<file path="src/rtl/uart_rx_core.sv">
`timescale 1ns/1ps
// uart_rx_core: 8N1 asynchronous serial receiver, LSB first, 16x oversampled.
//
// The line is sampled at mid-bit of every start, data and stop bit. Each
// completed byte goes to a single holding register that the consumer reads
// and releases with rx_ack.
//
// Optional feature (compile-time macro CONFIG_UART_RX_MAJORITY_EN):
//   defined   - each bit value is the 2-of-3 majority of the line at phases 6,7,8;
//               decisions are taken at phase 8.
//   undefined - single sample of the line at phase 7.
//
// Parameters:
//   REFCLK  input clock frequency in Hz
//   BAUD    line rate in bit/s
//   DIV     prescaler terminal count, REFCLK/(16*BAUD), must be >= 1
//
// Ports:
//   wb_clk_i  in   system clock, rising edge
//   wb_rst_i  in   asynchronous active-high reset
//   rxd       in   serial line, idle high, asynchronous to wb_clk_i
//   rx_ack    in   one-clock pulse, consumer took rx_data; clears ready/flags
//   rx_data   out  last received byte
//   rx_ready  out  holding register holds an unread byte
//   rx_ferr   out  framing error (stop bit sampled low), sticky until ack/load
//   rx_ovr    out  overrun (byte completed while rx_ready set), sticky until ack
//   rx_busy   out  frame reception in progress
module uart_rx_core #(
    parameter int unsigned REFCLK = 50000000,
    parameter int unsigned BAUD   = 115200,
    parameter int unsigned DIV    = REFCLK / (16 * BAUD)
) (
    input  logic       wb_clk_i,
    input  logic       wb_rst_i,
    input  logic       rxd,
    input  logic       rx_ack,
    output logic [7:0] rx_data,
    output logic       rx_ready,
    output logic       rx_ferr,
    output logic       rx_ovr,
    output logic       rx_busy
);

    localparam int unsigned PW = (DIV > 1) ? $clog2(DIV) : 1;
    localparam logic [PW-1:0] PreTc = PW'(DIV - 1);

`ifdef CONFIG_UART_RX_MAJORITY_EN
    localparam logic [3:0] PhDecide = 4'd8;
`else
    localparam logic [3:0] PhDecide = 4'd7;
`endif

    typedef enum logic [2:0] {
        StIdle,
        StStart,
        StData,
        StStop,
        StBreak
    } state_e;

    // Synchronizer and prescaler
    logic          r_rxd_meta;
    logic          r_rs;
    logic [PW-1:0] r_prescale;
    logic          w_tick16;

    // Receive FSM state
    state_e        r_state;
    state_e        w_state_nxt;
    logic [3:0]    r_ph;
    logic [3:0]    w_ph_nxt;
    logic [2:0]    r_bitn;
    logic [2:0]    w_bitn_nxt;
    logic [7:0]    r_shift;
    logic [7:0]    w_shift_nxt;
    logic          w_bit;
    logic          w_load;
    logic          w_ferr_set;

    // Holding register and flags
    logic [7:0]    r_data;
    logic          r_ready;
    logic          r_ferr;
    logic          r_ovr;

    // Two-flop synchronizer; resets to the idle line level.
    always_ff @(posedge wb_clk_i or posedge wb_rst_i) begin
        if (wb_rst_i) begin
            r_rxd_meta <= 1'b1;
            r_rs       <= 1'b1;
        end else begin
            r_rxd_meta <= rxd;
            r_rs       <= r_rxd_meta;
        end
    end

    // Free-running 16x baud prescaler.
    always_ff @(posedge wb_clk_i or posedge wb_rst_i) begin
        if (wb_rst_i) begin
            r_prescale <= '0;
        end else if (w_tick16) begin
            r_prescale <= '0;
        end else begin
            r_prescale <= r_prescale + 1'b1;
        end
    end

    assign w_tick16 = (r_prescale == PreTc);

`ifdef CONFIG_UART_RX_MAJORITY_EN
    logic r_s6;
    logic r_s7;

    // Early samples for the vote; the third sample is the live value at phase 8.
    always_ff @(posedge wb_clk_i or posedge wb_rst_i) begin
        if (wb_rst_i) begin
            r_s6 <= 1'b1;
            r_s7 <= 1'b1;
        end else if (w_tick16) begin
            if (r_ph == 4'd6) begin
                r_s6 <= r_rs;
            end
            if (r_ph == 4'd7) begin
                r_s7 <= r_rs;
            end
        end
    end

    assign w_bit = (r_s6 & r_s7) | (r_s6 & r_rs) | (r_s7 & r_rs);
`else
    assign w_bit = r_rs;
`endif

    // FSM state register
    always_ff @(posedge wb_clk_i or posedge wb_rst_i) begin
        if (wb_rst_i) begin
            r_state <= StIdle;
            r_ph    <= 4'd0;
            r_bitn  <= 3'd0;
            r_shift <= 8'h00;
        end else begin
            r_state <= w_state_nxt;
            r_ph    <= w_ph_nxt;
            r_bitn  <= w_bitn_nxt;
            r_shift <= w_shift_nxt;
        end
    end

    // FSM next-state logic; everything advances only on tick16.
    always_comb begin
        w_state_nxt = r_state;
        w_ph_nxt    = r_ph;
        w_bitn_nxt  = r_bitn;
        w_shift_nxt = r_shift;
        w_load      = 1'b0;
        w_ferr_set  = 1'b0;

        if (w_tick16) begin
            unique case (r_state)
                StIdle: begin
                    if (!r_rs) begin
                        w_state_nxt = StStart;
                        w_ph_nxt    = 4'd0;
                    end
                end

                StStart: begin
                    w_ph_nxt = r_ph + 4'd1;
                    if ((r_ph == PhDecide) && w_bit) begin
                        // Line back high at mid start bit: noise, not a frame.
                        w_state_nxt = StIdle;
                    end else if (r_ph == 4'd15) begin
                        // Phase wraps to 0, so data bit 0 starts a full bit later.
                        w_state_nxt = StData;
                        w_bitn_nxt  = 3'd0;
                    end
                end

                StData: begin
                    w_ph_nxt = r_ph + 4'd1;
                    if (r_ph == PhDecide) begin
                        w_shift_nxt[r_bitn] = w_bit;
                    end
                    if (r_ph == 4'd15) begin
                        if (r_bitn == 3'd7) begin
                            w_state_nxt = StStop;
                        end else begin
                            w_bitn_nxt = r_bitn + 3'd1;
                        end
                    end
                end

                StStop: begin
                    w_ph_nxt = r_ph + 4'd1;
                    if (r_ph == PhDecide) begin
                        if (w_bit) begin
                            w_load      = 1'b1;
                            w_state_nxt = StIdle;
                        end else begin
                            w_ferr_set  = 1'b1;
                            w_state_nxt = StBreak;
                        end
                    end
                end

                StBreak: begin
                    // Hold here while the line stays low so a break flags once.
                    if (r_rs) begin
                        w_state_nxt = StIdle;
                    end
                end

                default: begin
                    w_state_nxt = StIdle;
                end
            endcase
        end
    end

    // Holding register and status flags.
    always_ff @(posedge wb_clk_i or posedge wb_rst_i) begin
        if (wb_rst_i) begin
            r_data  <= 8'h00;
            r_ready <= 1'b0;
            r_ferr  <= 1'b0;
            r_ovr   <= 1'b0;
        end else if (w_load) begin
            // A load beats a simultaneous ack; the ack still suppresses overrun.
            r_data  <= r_shift;
            r_ready <= 1'b1;
            r_ferr  <= 1'b0;
            if (rx_ack) begin
                r_ovr <= 1'b0;
            end else if (r_ready) begin
                r_ovr <= 1'b1;
            end
        end else begin
            if (rx_ack) begin
                r_ready <= 1'b0;
                r_ferr  <= 1'b0;
                r_ovr   <= 1'b0;
            end
            if (w_ferr_set) begin
                r_ferr <= 1'b1;
            end
        end
    end

    assign rx_data  = r_data;
    assign rx_ready = r_ready;
    assign rx_ferr  = r_ferr;
    assign rx_ovr   = r_ovr;
    assign rx_busy  = (r_state != StIdle);

endmodule

</file>
<file path="config.mk">
export PLATFORM = sky130hd
export DESIGN_NAME = uart_rx_core
export DESIGN_NICKNAME = d
export VERILOG_FILES = /design/src/rtl/uart_rx_core.sv
export SDC_FILE = /design/constraint.sdc
export NUM_CORES = 1
export LEC_CHECK = 0
export ABC_AREA = 1
export BUFFER_PORTS_ARGS = -buffer_cell sky130_fd_sc_hd__buf_2
export CAP_MARGIN = 30
export CORE_MARGIN = 5
export CORE_UTILIZATION = 55
export DETAILED_ROUTE_END_ITERATION = 7
export PLACE_DENSITY = 0.75
export SYNTH_ARGS = -nofsm -noshare
export SYNTH_HDL_FRONTEND = slang
export SYNTH_SLANG_ARGS = --single-unit
export TNS_END_PERCENT = 10
</file>
<file path="constraint.sdc">
create_clock -name wb_clk_i -period 4.1 [get_ports wb_clk_i]
set_input_delay 0.615 -clock wb_clk_i [delete_from_list [all_inputs] [get_ports wb_clk_i]]
set_output_delay 0.615 -clock wb_clk_i [all_outputs]
set_load 0.02 [all_outputs]
</file>
==> results.md <==
* Initial antenna violation count at 0
* Die area at 4530 um^2
* Post-Syn Instances at 215
* EDFF count, synth at 0
* Post-synth cell types at 23
* Placed inst area at approximately 1900 um^2
* Port bufs at 15
* Outcome: finished, final reports clean
* Via count at ~1300
* Leakage at approximately 1.1 nW
* Sw frac at 24.7%
* Post-synth top cells: nand2_1, dfrtp_1, nand3_1, nor2_1, inv_1
* Final-report hold violation count at 0
* WS Path Type: reg -> out
* Cts hold-fix bufs at 0
* CP Capture Type: output port
* CTS tree: built
* Row count at 20
* P&R area growth vs syn at 7.75%
* Crit path arrival time at between 1 and 1.5 ns
* Post-route cell area at 1950 um^2
* Final net count at 241
* Routed WL at 3.06 mm
* Clk_lat worst skew at 0.34 ns
* Worst vdd ir at about 0.00017 V
* Reg-to-reg slack, setup at 2.34 ns
* Async SR Flop Fraction at 100%
* # clock sinks at 36
* CP Max Fanout at 7
* Width of the chip at 67.3 um
* Critical-path cell list: inv_1 -> nand2_1 -> buf_2
* Clock group share of total power at 33.4%
* Psw at 0.141 mW
* Worst path bufs/invs at 2
* Synthesized Nets at roughly 220
* FF-to-FF path depth at 8
* Worst slew pin tran at 0.432 ns
* Ant. Diodes at 0
* TritonCTS Buffers at 5
* First-pass GRT wire length at 5.38 mm
* Final setup TNS at 0 ns
* Worst EP required at between 3 and 4 ns
* Total design power at 0.569 mW
* Max transition margin at 71.2%
* Detailed Place HPWL at 2.21 mm
* GP Congestion at roughly 0.84
* Yosys top cell by area: dfrtp_1
* RSZ-0062 raised after global routing: no
* Antenna-violating nets left at 0
* Minimum clock period at between 1.5 and 2 ns
* Internal cell power at around 0.43 mW
* Netlist Area Pre-Place at 1810 um^2
* Vias per inst at 4.87
* Slew Viols, Final at 0
* Core Box Area at 3100 um^2
* Largest net degree at the start of global routing at 37
* Maxcap violations at 0
* I/O pin total at 16
* All-layer global routing usage at 16.0%
* DR pass1 iterations at 4
* CP startpoint kind: register
* Final setup vio count at 0
* Clock transition at path regs at 0.11 ns
* Layout Utilization at 62.8%
* Warnings, synthesis at 0
* CTS resizes at 0
* Ys flop type: dfrtp_1
* Die height at about 67 um
* Hold WC Path Type: in -> async
* Remaining Overflow, GRT at 0
* Crit path max-delay family: flip-flops
* Initial Util at 58.3%
* Worst hold margin at 0.348 ns
* Final worst-path cycle share at 47.6%
* Buffers inserted by post-CTS timing repair at 0
* Post-synthesis sequential area ratio at 50.0%
* Critical path's slowest cell: dfrtp_1
* Ranking of synthesized cells by area: dfrtp_1, nand2_1, nand3_1
* Sequential share of power at around 63%
* Post-DR wirelength/cell at 11.0 um
* Iteration-0 DRC Markers at 137
* Comb power frac at under 10%
* Share of post-route cells with drive strength above 1 at 15.5%
* Pwr/cell area at between 200 and 300 nW/um^2
* Most frequent cell after synthesis: nand2_1
* DRC viols at 0
* Max Buffers Root-to-Sink at 2
* #FFs+latches synth at 36
* Root buffer cell: clkbuf_4
* CP peak stage delay at 0.56 ns
* Vias in the first global route at approximately 1200
* # H-tree levels at 2
* Mean Syn Cell Area at around 8.4 um^2
* Worst clock skew at 0.00526 ns
* WP depth at 3
* Top-area cell type share of the netlist area at 47.1%
* Max frequency at 0.512 GHz
[registers in the layout, indices dropped and copies added, names as in the netlist]
signal and flops:
r_shift 8, rx_data 8, r_prescale 5, r_ph 4
r_bitn 3, r_state 3, r_rs 1, r_rxd_meta 1
rx_ferr 1, rx_ovr 1, rx_ready 1
[tightest hold or removal path: stages]
cell,delay (ns)
buf_2,0.10
inv_1,0.04
buf_4,0.38
[cell type report]
class	instances	area (um^2)
clock buffers	5	37.5
clock inverters	3	18.8
fillers	300	1150
inverters	20	75.1
multi-input cells	153	776
flip-flops and latches	36	903
well taps	44	55.1
repair buffers	16	82.6
[metrics by stage]
stage	setup slack [ns]	cells
final	2.15	277
after global routing	2.06	277
after CTS	2.15	277
after detailed placement	2.35	269
after global placement	2.37	269
after floorplan	2.62	215
[per-layer routing]
layer / up-vias / GRT usage (%) / wire length (um)
met2: 26 / 22.9 / 1260
li1: 724 / - / -
met3: 4 / 5.99 / 168
met1: 595 / 22.3 / 1600
met5: - / 0 / 0
met4: 0 / 5.32 / 31
[layout by cell type, fill, tap and decap left out, types with 3 or more instances in the layout]
master / count
a21oi_1: 4
buf_2: 15
clkbuf_4: 5
dfrtp_1: 34
ha_1: 5
inv_1: 17
nand2_1: 63
nand3_1: 30
nand4_1: 8
nor2_1: 20
nor2_4: 3
o21ai_0: 8
xor2_1: 4
[path summary, 6_finish.rpt]
kind,startpoint,endpoint
setup / recovery,r_state[2],rx_busy
hold / removal,wb_rst_i,r_prescale[2]
setup reg to reg,r_bitn[0],r_bitn[1]
hold reg to reg,r_rxd_meta,r_rs
max in group asynchronous,wb_rst_i,r_rs
min in group wb_clk_i,rxd,r_rxd_meta
[power groups by stage]
stage	Sequential [mW]	Combinational (mW)	Clock, mW
2_1_floorplan	0.366	0.0142	0
3_3_place_gp	0.367	0.0187	0
3_5_place_dp	0.367	0.0190	0
4_1_cts	0.361	0.0191	0.195
5_1_grt	0.361	0.0216	0.221
6_report	0.361	0.0183	0.190
[kinds of logic after synthesis]
group,count (synthesis),share of synthesized area [%]
AO/OA/AOI/OAI,12,3.32
XOR/XNOR,5,2.42
adder cells (fa/ha/maj),5,3.46
buffers and inverters,26,7.13
flip-flops,36,50.0
AND/OR/NAND/NOR,131,33.7
Power figures use the tool's default switching activity.
